File: src/rtl/servo_pkg.sv
// Shared servo PWM types, default timing constants and the saturating width function.
// Latency: none (declarations only); backpressure: not applicable.
package servo_pkg;

    typedef enum logic [0:0] {
        PARADO  = 1'b0,
        GERANDO = 1'b1
    } estado_t;

    // Defaults for a 50 MHz clock: 20 ms period, 1 ms minimum pulse.
    localparam int unsigned CICLOS_PERIODO_PADRAO = 1000000;
    localparam int unsigned LARGURA_MIN_PADRAO    = 50000;
    localparam int unsigned LARGURA_PASSO_PADRAO  = 7000;
    localparam int unsigned W_PADRAO              = 20;

    // Clamping to the period keeps the result inside W bits and still drives pwm high all period.
    function automatic int unsigned largura(
        input int unsigned p,
        input int unsigned minimo,
        input int unsigned passo,
        input int unsigned ciclos
    );
        int unsigned l;
        l = minimo + p * passo;
        if (l >= ciclos) begin
            l = ciclos;
        end
        return l;
    endfunction

endpackage

File: src/rtl/contador_periodo_m.sv
// Mod-CICLOS_PERIODO counter with clear/enable and a registered strobe on its last count.
// Latency: count and strobe registered, 1 cycle; backpressure: none, habilita simply freezes it.
module contador_periodo_m #(
    parameter int unsigned CICLOS_PERIODO = servo_pkg::CICLOS_PERIODO_PADRAO,
    parameter int unsigned W              = servo_pkg::W_PADRAO
) (
    input  logic         clock,
    input  logic         reset,
    input  logic         limpa,
    input  logic         habilita,
    output logic [W-1:0] contador_prox,
    output logic         fim
);

    localparam logic [W-1:0] ULTIMO = W'(CICLOS_PERIODO - 1);

    logic [W-1:0] contador_q, contador_d;
    logic         fim_q, fim_d;

    always_comb begin
        contador_d = contador_q;
        if (limpa) begin
            contador_d = '0;
        end else if (habilita) begin
            contador_d = (contador_q == ULTIMO) ? '0 : contador_q + 1'b1;
        end
        fim_d = !limpa && habilita && (contador_d == ULTIMO);
    end

    always_ff @(posedge clock) begin
        if (!reset) begin
            contador_q <= '0;
            fim_q      <= 1'b0;
        end else begin
            contador_q <= contador_d;
            fim_q      <= fim_d;
        end
    end

    assign contador_prox = contador_d;
    assign fim           = fim_q;

endmodule

File: src/rtl/controle_servo_pwm.sv
// Servo PWM: width latched from posicao at period start, pwm/fim_periodo registered (1 cycle).
// Backpressure: none; ligado=0 idles at once. SERVO_PWM_DEBUG_EN adds db_largura/db_estado.
module controle_servo_pwm #(
    parameter int unsigned N              = 3,
    parameter int unsigned CICLOS_PERIODO = servo_pkg::CICLOS_PERIODO_PADRAO,
    parameter int unsigned LARGURA_MIN    = servo_pkg::LARGURA_MIN_PADRAO,
    parameter int unsigned LARGURA_PASSO  = servo_pkg::LARGURA_PASSO_PADRAO,
    parameter int unsigned W              = servo_pkg::W_PADRAO
) (
    input  logic         clock,
    input  logic         reset,
    input  logic         ligado,
    input  logic [N-1:0] posicao,
    output logic         pwm,
    output logic         fim_periodo
`ifdef SERVO_PWM_DEBUG_EN
    ,
    output logic [W-1:0] db_largura,
    output logic [0:0]   db_estado
`endif
);

    import servo_pkg::*;

    estado_t      estado_q, estado_d;
    logic [W-1:0] largura_q, largura_d;
    logic         pwm_q, pwm_d;
    logic [W-1:0] largura_posicao;
    logic [W-1:0] contador_prox;
    logic         limpa, habilita, fim;

    assign largura_posicao = W'(largura(32'(posicao), LARGURA_MIN, LARGURA_PASSO, CICLOS_PERIODO));

    contador_periodo_m #(
        .CICLOS_PERIODO(CICLOS_PERIODO),
        .W             (W)
    ) u_contador (
        .clock        (clock),
        .reset        (reset),
        .limpa        (limpa),
        .habilita     (habilita),
        .contador_prox(contador_prox),
        .fim          (fim)
    );

    always_comb begin
        estado_d  = estado_q;
        largura_d = largura_q;
        limpa     = 1'b1;
        habilita  = 1'b0;
        case (estado_q)
            PARADO: begin
                if (ligado) begin
                    estado_d  = GERANDO;
                    largura_d = largura_posicao;
                end
            end
            GERANDO: begin
                // A deassert on the wrap edge wins: no relatch, counter cleared.
                if (!ligado) begin
                    estado_d = PARADO;
                end else begin
                    limpa    = 1'b0;
                    habilita = 1'b1;
                    if (fim) begin
                        largura_d = largura_posicao;
                    end
                end
            end
            default: estado_d = PARADO;
        endcase
        pwm_d = (estado_d == GERANDO) && (contador_prox < largura_d);
    end

    always_ff @(posedge clock) begin
        if (!reset) begin
            estado_q  <= PARADO;
            largura_q <= W'(LARGURA_MIN);
            pwm_q     <= 1'b0;
        end else begin
            estado_q  <= estado_d;
            largura_q <= largura_d;
            pwm_q     <= pwm_d;
        end
    end

    assign pwm         = pwm_q;
    assign fim_periodo = fim;

`ifdef SERVO_PWM_DEBUG_EN
    assign db_largura = largura_q;
    assign db_estado  = estado_q;
`endif

endmodule

File: config.mk
export PLATFORM = sky130hd
export DESIGN_NAME = controle_servo_pwm
export DESIGN_NICKNAME = d
export VERILOG_FILES = /design/src/rtl/servo_pkg.sv /design/src/rtl/contador_periodo_m.sv /design/src/rtl/controle_servo_pwm.sv
export SDC_FILE = /design/constraint.sdc
export NUM_CORES = 1
export LEC_CHECK = 0
export CAP_MARGIN = 0
export CORE_MARGIN = 10
export CORE_UTILIZATION = 40
export CTS_BUF_LIST = sky130_fd_sc_hd__clkbuf_4
export CTS_CLUSTER_SIZE = 10
export DETAILED_ROUTE_END_ITERATION = 16
export PLACE_DENSITY = 0.68
export SYNTH_ARGS = -nofsm -noshare
export SYNTH_HDL_FRONTEND = slang
export SYNTH_SLANG_ARGS = --single-unit
File: constraint.sdc
create_clock -name clock -period 5.8 [get_ports clock]
set_clock_uncertainty 0.1 [all_clocks]
set_input_delay 0.58 -clock clock [delete_from_list [all_inputs] [get_ports clock]]
set_output_delay 0.58 -clock clock [all_outputs]
set_load 0.1 [all_outputs]
# ---- Word-level counts from Yosys, hierarchy flattened
# Index checks and enable logic that the tools add are counted.
dict set report word_totals {
  out_inout_bits 2
  elab_cells 29
  register_bits 43
  input_bits 6
}
dict set report classes {
  bitwise 1
  n_eq_ne 2
  n_reduce_logical 4
  multipliers 1
  n_addsub 2
  order_cmp 2
  mux 12
}
# op n
set op_table {}
lappend op_table {{20-bit two-way mux} 7}
lappend op_table {{20-bit == test, second input constant} 2}
lappend op_table {{20-bit one-hot mux with 2 select lines} 1}
lappend op_table {{20-bit by 1-bit adder with 20-bit output, second input constant} 1}
lappend op_table {{17-bit by 20-bit greater-or-equal comparator with 1-bit output, second input constant} 1}
lappend op_table {{20-bit < comparator} 1}
lappend op_table {{16-bit by 16-bit adder with 17-bit output, first input constant} 1}
lappend op_table {{3-bit by 10-bit multiplier with 13-bit output, second input constant} 1}
lappend op_table {{1-bit two-way mux} 4}
lappend op_table {{1-bit logical AND} 3}
lappend op_table {{1-bit logical NOT} 1}
lappend op_table {{1-bit inverter} 1}

# ---- Longest topological paths before layout
dict set report depth {
  ltp_word 9
  ltp_mapped 22
  mapped_depth_nobuf 21
}

# ---- Modules after synthesis
# Synthesis repeated with hierarchy kept, for this count alone.
dict set report hier_totals {
  hier_cells 444
  area_unflattened_um2 3518.4
}
# module cells_each n_inst area_each_um2 seq_area_each_um2
set modules_own_cells {}
lappend modules_own_cells {controle_servo_pwm 267 1 2148.3 440.4}
lappend modules_own_cells {contador_periodo_m 177 1 1370.1 420.4}

# ---- Worst setup path after synthesis
# OpenSTA, ideal clock, no wires.
dict set report synth_path {
  kind {input-to-reg}
  startpoint {input posicao[0]}
  endpoint {register pwm_q (netlist: pwm)}
  stages 17
  t_required_ns 5.569
  setup_time_ns 0.131
  arrival_ns 4.550
  setup_slack_ns 1.019
  path_cell_list {ha_1 -> clkbuf_1 -> inv_1 -> fa_1 -> buf_2 -> or4b_1 -> o211ai_1 -> a211oi_1 -> a2bb2oi_1 -> nor3b_2 -> or4_4 -> o211a_1 -> ha_1 -> nand3_1 -> or3_1 -> o311ai_0 -> a31oi_1}
}
dict set report synth_via {
  elab_chain_len 9
  word_cells_on_any_way 10
  cone_classes {add/sub (1); mul (1); order compare (2); mux (5); reduce/logical (1)}
}
# item line_no
set synth_lines {}
lappend synth_lines {{start: declaration} controle_servo_pwm.sv:13} ;# input logic [N-1:0] posicao,
lappend synth_lines {{3-bit by 10-bit multiplier with 13-bit output *} servo_pkg.sv:24} ;# l = minimo + p * passo;
lappend synth_lines {{16-bit by 16-bit adder with 17-bit output *} servo_pkg.sv:24}
lappend synth_lines {{17-bit by 20-bit greater-or-equal comparator with 1-bit output} servo_pkg.sv:25} ;# if (l >= ciclos) begin
lappend synth_lines {{20-bit two-way mux *} servo_pkg.sv:25}
lappend synth_lines {{20-bit two-way mux} controle_servo_pwm.sv:65} ;# if (fim) begin
lappend synth_lines {{20-bit two-way mux} controle_servo_pwm.sv:60} ;# if (!ligado) begin
lappend synth_lines {{20-bit one-hot mux with 2 select lines *} controle_servo_pwm.sv:51} ;# case (estado_q)
lappend synth_lines {{20-bit < comparator *} controle_servo_pwm.sv:72} ;# pwm_d = (estado_d == GERANDO) && (contador_prox < largura_d);
lappend synth_lines {{1-bit logical AND *} controle_servo_pwm.sv:72}
lappend synth_lines {{end signal: assignment} controle_servo_pwm.sv:83} ;# pwm_q <= pwm_d;
lappend synth_lines {{end: declaration} controle_servo_pwm.sv:27} ;# logic pwm_q, pwm_d;
# Mark *: on every way between the ends. The rest lies on a longest branch, timed or not.
# A chain may end at the register's enable or synchronous reset.

# ---- Worst setup path in the final report
dict set report layout_path {
  startpoint {input posicao[2]}
  endpoint {register pwm_q (netlist: pwm)}
}
# The elaborated chain is that of the path after synthesis.

==> impl_metrics.tcl <==
set metrics [dict create \
    port_buffers 7 \
    antenna_cells 0 \
    cp_cell_sequence "clkdlybuf4s50_1 > ha_1 > inv_1 > ha_1 > inv_1 > fa_1 > or4b_1 > o211ai_1 > a211oi_1 > a2bb2oi_1 > nor3b_2 > or4_4 > o211a_1 > ha_1 > nand3_1 > or3_1 > o311ai_0 > a31oi_1" \
    ys_ff_latch 43 \
    final_util_pct 43.8 \
    place.gp.congestion 0.892 \
    crit_path_end_kind "flip-flop" \
    cts_buffers 5 \
    area_delta_synth_final_pct 7.64 \
    cp_slowest_stage_delay_ps 590 \
    place_hpwl_mm 5.37 \
    critPathLaunchType "primary input" \
    layout_common_cells "nor2_1, dfxtp_1, nand2_1" \
    worstPathMaxFanout 11 \
    power_density_nw_per_um2 210 \
    overflow 0 \
    synthesis.nets 424 \
    final_common_cell "nor2_1" \
    setup_tns_ps 0 \
    finalSetupViolCount 0 \
    cts.sinks 43 \
    p_int_uw 477 \
    r2r_cells 14 \
    ir_drop_mv 0.177 \
    async_flop_share_pct 0 \
    cts_resized 0 \
    wl_per_cell_um 14.8 \
    ys_types 62 \
    worst_pin_slew_ps 972 \
    die-area_um2 11800 \
    grt_max_degree 29 \
    syn_area_per_cell_um2 8.09 \
    rows 32 \
    synthFlopType "dfxtp_1" \
    critical_path_class "primary input to flip-flop" \
    rr_startpoint "u_contador.contador_q[0]" \
    cts_tree "built" \
    nets 425 \
    drc 0 \
    place_worst_setup_slack_ps 173 \
    drv_cap 0 \
    r2r_slack_ps 2080 \
    io_pins 8 \
    grt_setup_unrepaired "no" \
    timing_hold_violations_final 0 \
    worst_path_most_repeated_cell "ha_1" \
    fin_crit_sh_pct 90.9 \
    cp.required_ps 5970 \
    clock_path_buffers 2 \
    final_antenna_net_count 0 \
    switching_share_pct 32.4 \
    cp.arrival_ps 5440 \
    cts-hold-fix-buffers 0 \
    setup_ws_ps 531 \
    wl_mm 7.25 \
    slew_viol_final 0 \
    grt_pass1_wl_mm 12.4 \
    hp-class "flip-flop to flip-flop" \
    netlist_area_um2 3130 \
    grtUsageTotal_pct 13.0 \
    slew_headroom_pct 35.0 \
    clkPwrFrac_pct 27.3 \
    leakage_uw 0.00131 \
    clockRootBuffer "clkbuf_4" \
    holdPathEnd "largura_q[2]" \
    die_h_um 108 \
    synth-seq-area-share_pct 27.5 \
    synth_edf_count 0 \
    combPwrFrac_pct 28.8 \
    dr.pass1.iters 5 \
    hold_depth 1 \
    die_w_um 108 \
    pwr-share-seq_pct 44.0 \
    p_switching_uw 229 \
    rr_endpoint "pwm" \
    core_area_um2 7690 \
    yosysWarnings 0 \
    fmax_ghz 0.190 \
    antenna_found_initial 0 \
    outcome "finished, final reports clean" \
    postSynthCellCount 387 \
    worstHoldStart "largura_q[2]" \
    post-route-min-period_ps 5270 \
    drt_iter0_drc 150 \
    grt_pass1_vias 2583 \
    insertion_delay_ps 370 \
    initial_core_util_pct 40.7 \
    via_per_inst 5.60 \
    cp_slowest_cell "clkdlybuf4s50_1" \
    htreeDepth 2 \
    cts_setup_buffers 0 \
    clkTransAtPathRegs_ps 130 \
    vias 2749 \
    drive_above_1_share_pct 6.17 \
]
==> power by group through the flow <==
| stage | Combinational (uW) | Clock, uW | Sequential, uW |
|---|---|---|---|
| 2_1_floorplan | 154 | 0 | 319 |
| 3_3_place_gp | 199 | 0 | 317 |
| 5_1_grt | 229 | 209 | 312 |
| 6_report | 203 | 193 | 311 |
| 3_5_place_dp | 201 | 0 | 317 |
| 4_1_cts | 203 | 198 | 311 |
==> stage by stage <==
step	hold slack [ps]	std cells	instance area, um2	total power (uW)
after floorplan	330	387	3130	473
after global placement	359	483	3290	516
after global routing	405	491	3370	751
final	394	491	3370	707
after CTS	395	491	3370	712
after detailed placement	364	483	3290	518
==> layout make-up <==
class / count / area (um2)
Clock buffer: 5 / 37.5
Clock inverter: 3 / 38.8
Fill cell: 781 / 4320
Inverter: 12 / 45.0
Multi-Input combinational cell: 315 / 2160
Sequential cell: 43 / 861
Tap cell: 102 / 128
Timing Repair Buffer: 11 / 100
==> worst max-delay path by stage <==
stage                     cells past startpoint  endpoint  slack [ps]  startpoint
after floorplan                              17       pwm        1020  posicao[0]
after global placement                       18       pwm         380  posicao[2]
after detailed placement                     18       pwm         170  posicao[2]
after global routing                         21       pwm         230  posicao[2]
after CTS                                    18       pwm         570  posicao[2]
final                                        18       pwm         530  posicao[2]
==> critical path: cells and delay by family <==
| family | cells | cell delay [ps] |
|---|---|---|
| compound gates | 6 | 1060 |
| fa+ha+maj | 4 | 1360 |
| buf+inv | 3 | 730 |
| simple gates | 5 | 1720 |
==> synthesized netlist by cell type (all sizes together) (6+ instances only) <==
cell | n | area share (%)
a21o | 7 | 1.7
a21oi | 17 | 2.7
and3 | 9 | 1.8
clkbuf | 12 | 1.4
dfxtp | 43 | 28
ha | 30 | 12
inv | 12 | 1.4
mux2i | 6 | 1.9
nand2 | 38 | 4.6
nand2b | 6 | 1.2
nand3 | 11 | 1.8
nand4 | 9 | 1.8
nor2 | 54 | 6.5
nor2b | 9 | 1.8
nor3 | 6 | 1.1
o21ai | 13 | 2.1
xnor2 | 19 | 5.3
xor2 | 13 | 3.6
==> registers in the layout, summed over array words and instances, names as in the netlist <==
| name | flops |
|---|---|
| estado_q | 1 |
| pwm | 1 |
| largura_q | 20 |
| u_contador.fim | 1 |
| u_contador.contador_q | 20 |
==> cells by family after synthesis <==
| kind of cell | synth area share [%] |
|---|---|
| AND/OR/NAND/NOR | 27.8 |
| AO/OA/AOI/OAI | 17.6 |
| flip-flops | 27.5 |
| XOR/XNOR | 8.96 |
| adder cells (fa/ha/maj) | 12.6 |
| buffers and inverters | 3.64 |
| multiplexers | 1.92 |
==> routing by layer <==
metal / part of all wire, % / vias up / global-route usage (%)
li1: - / 1376 / -
met1: 48 / 1290 / 17.9
met2: 45 / 71 / 19.9
met3: 5.6 / 12 / 3.15
met4: 1.4 / 0 / 3.30
met5: 0 / - / 0
No activity file was read; power rests on OpenSTA's default activity.
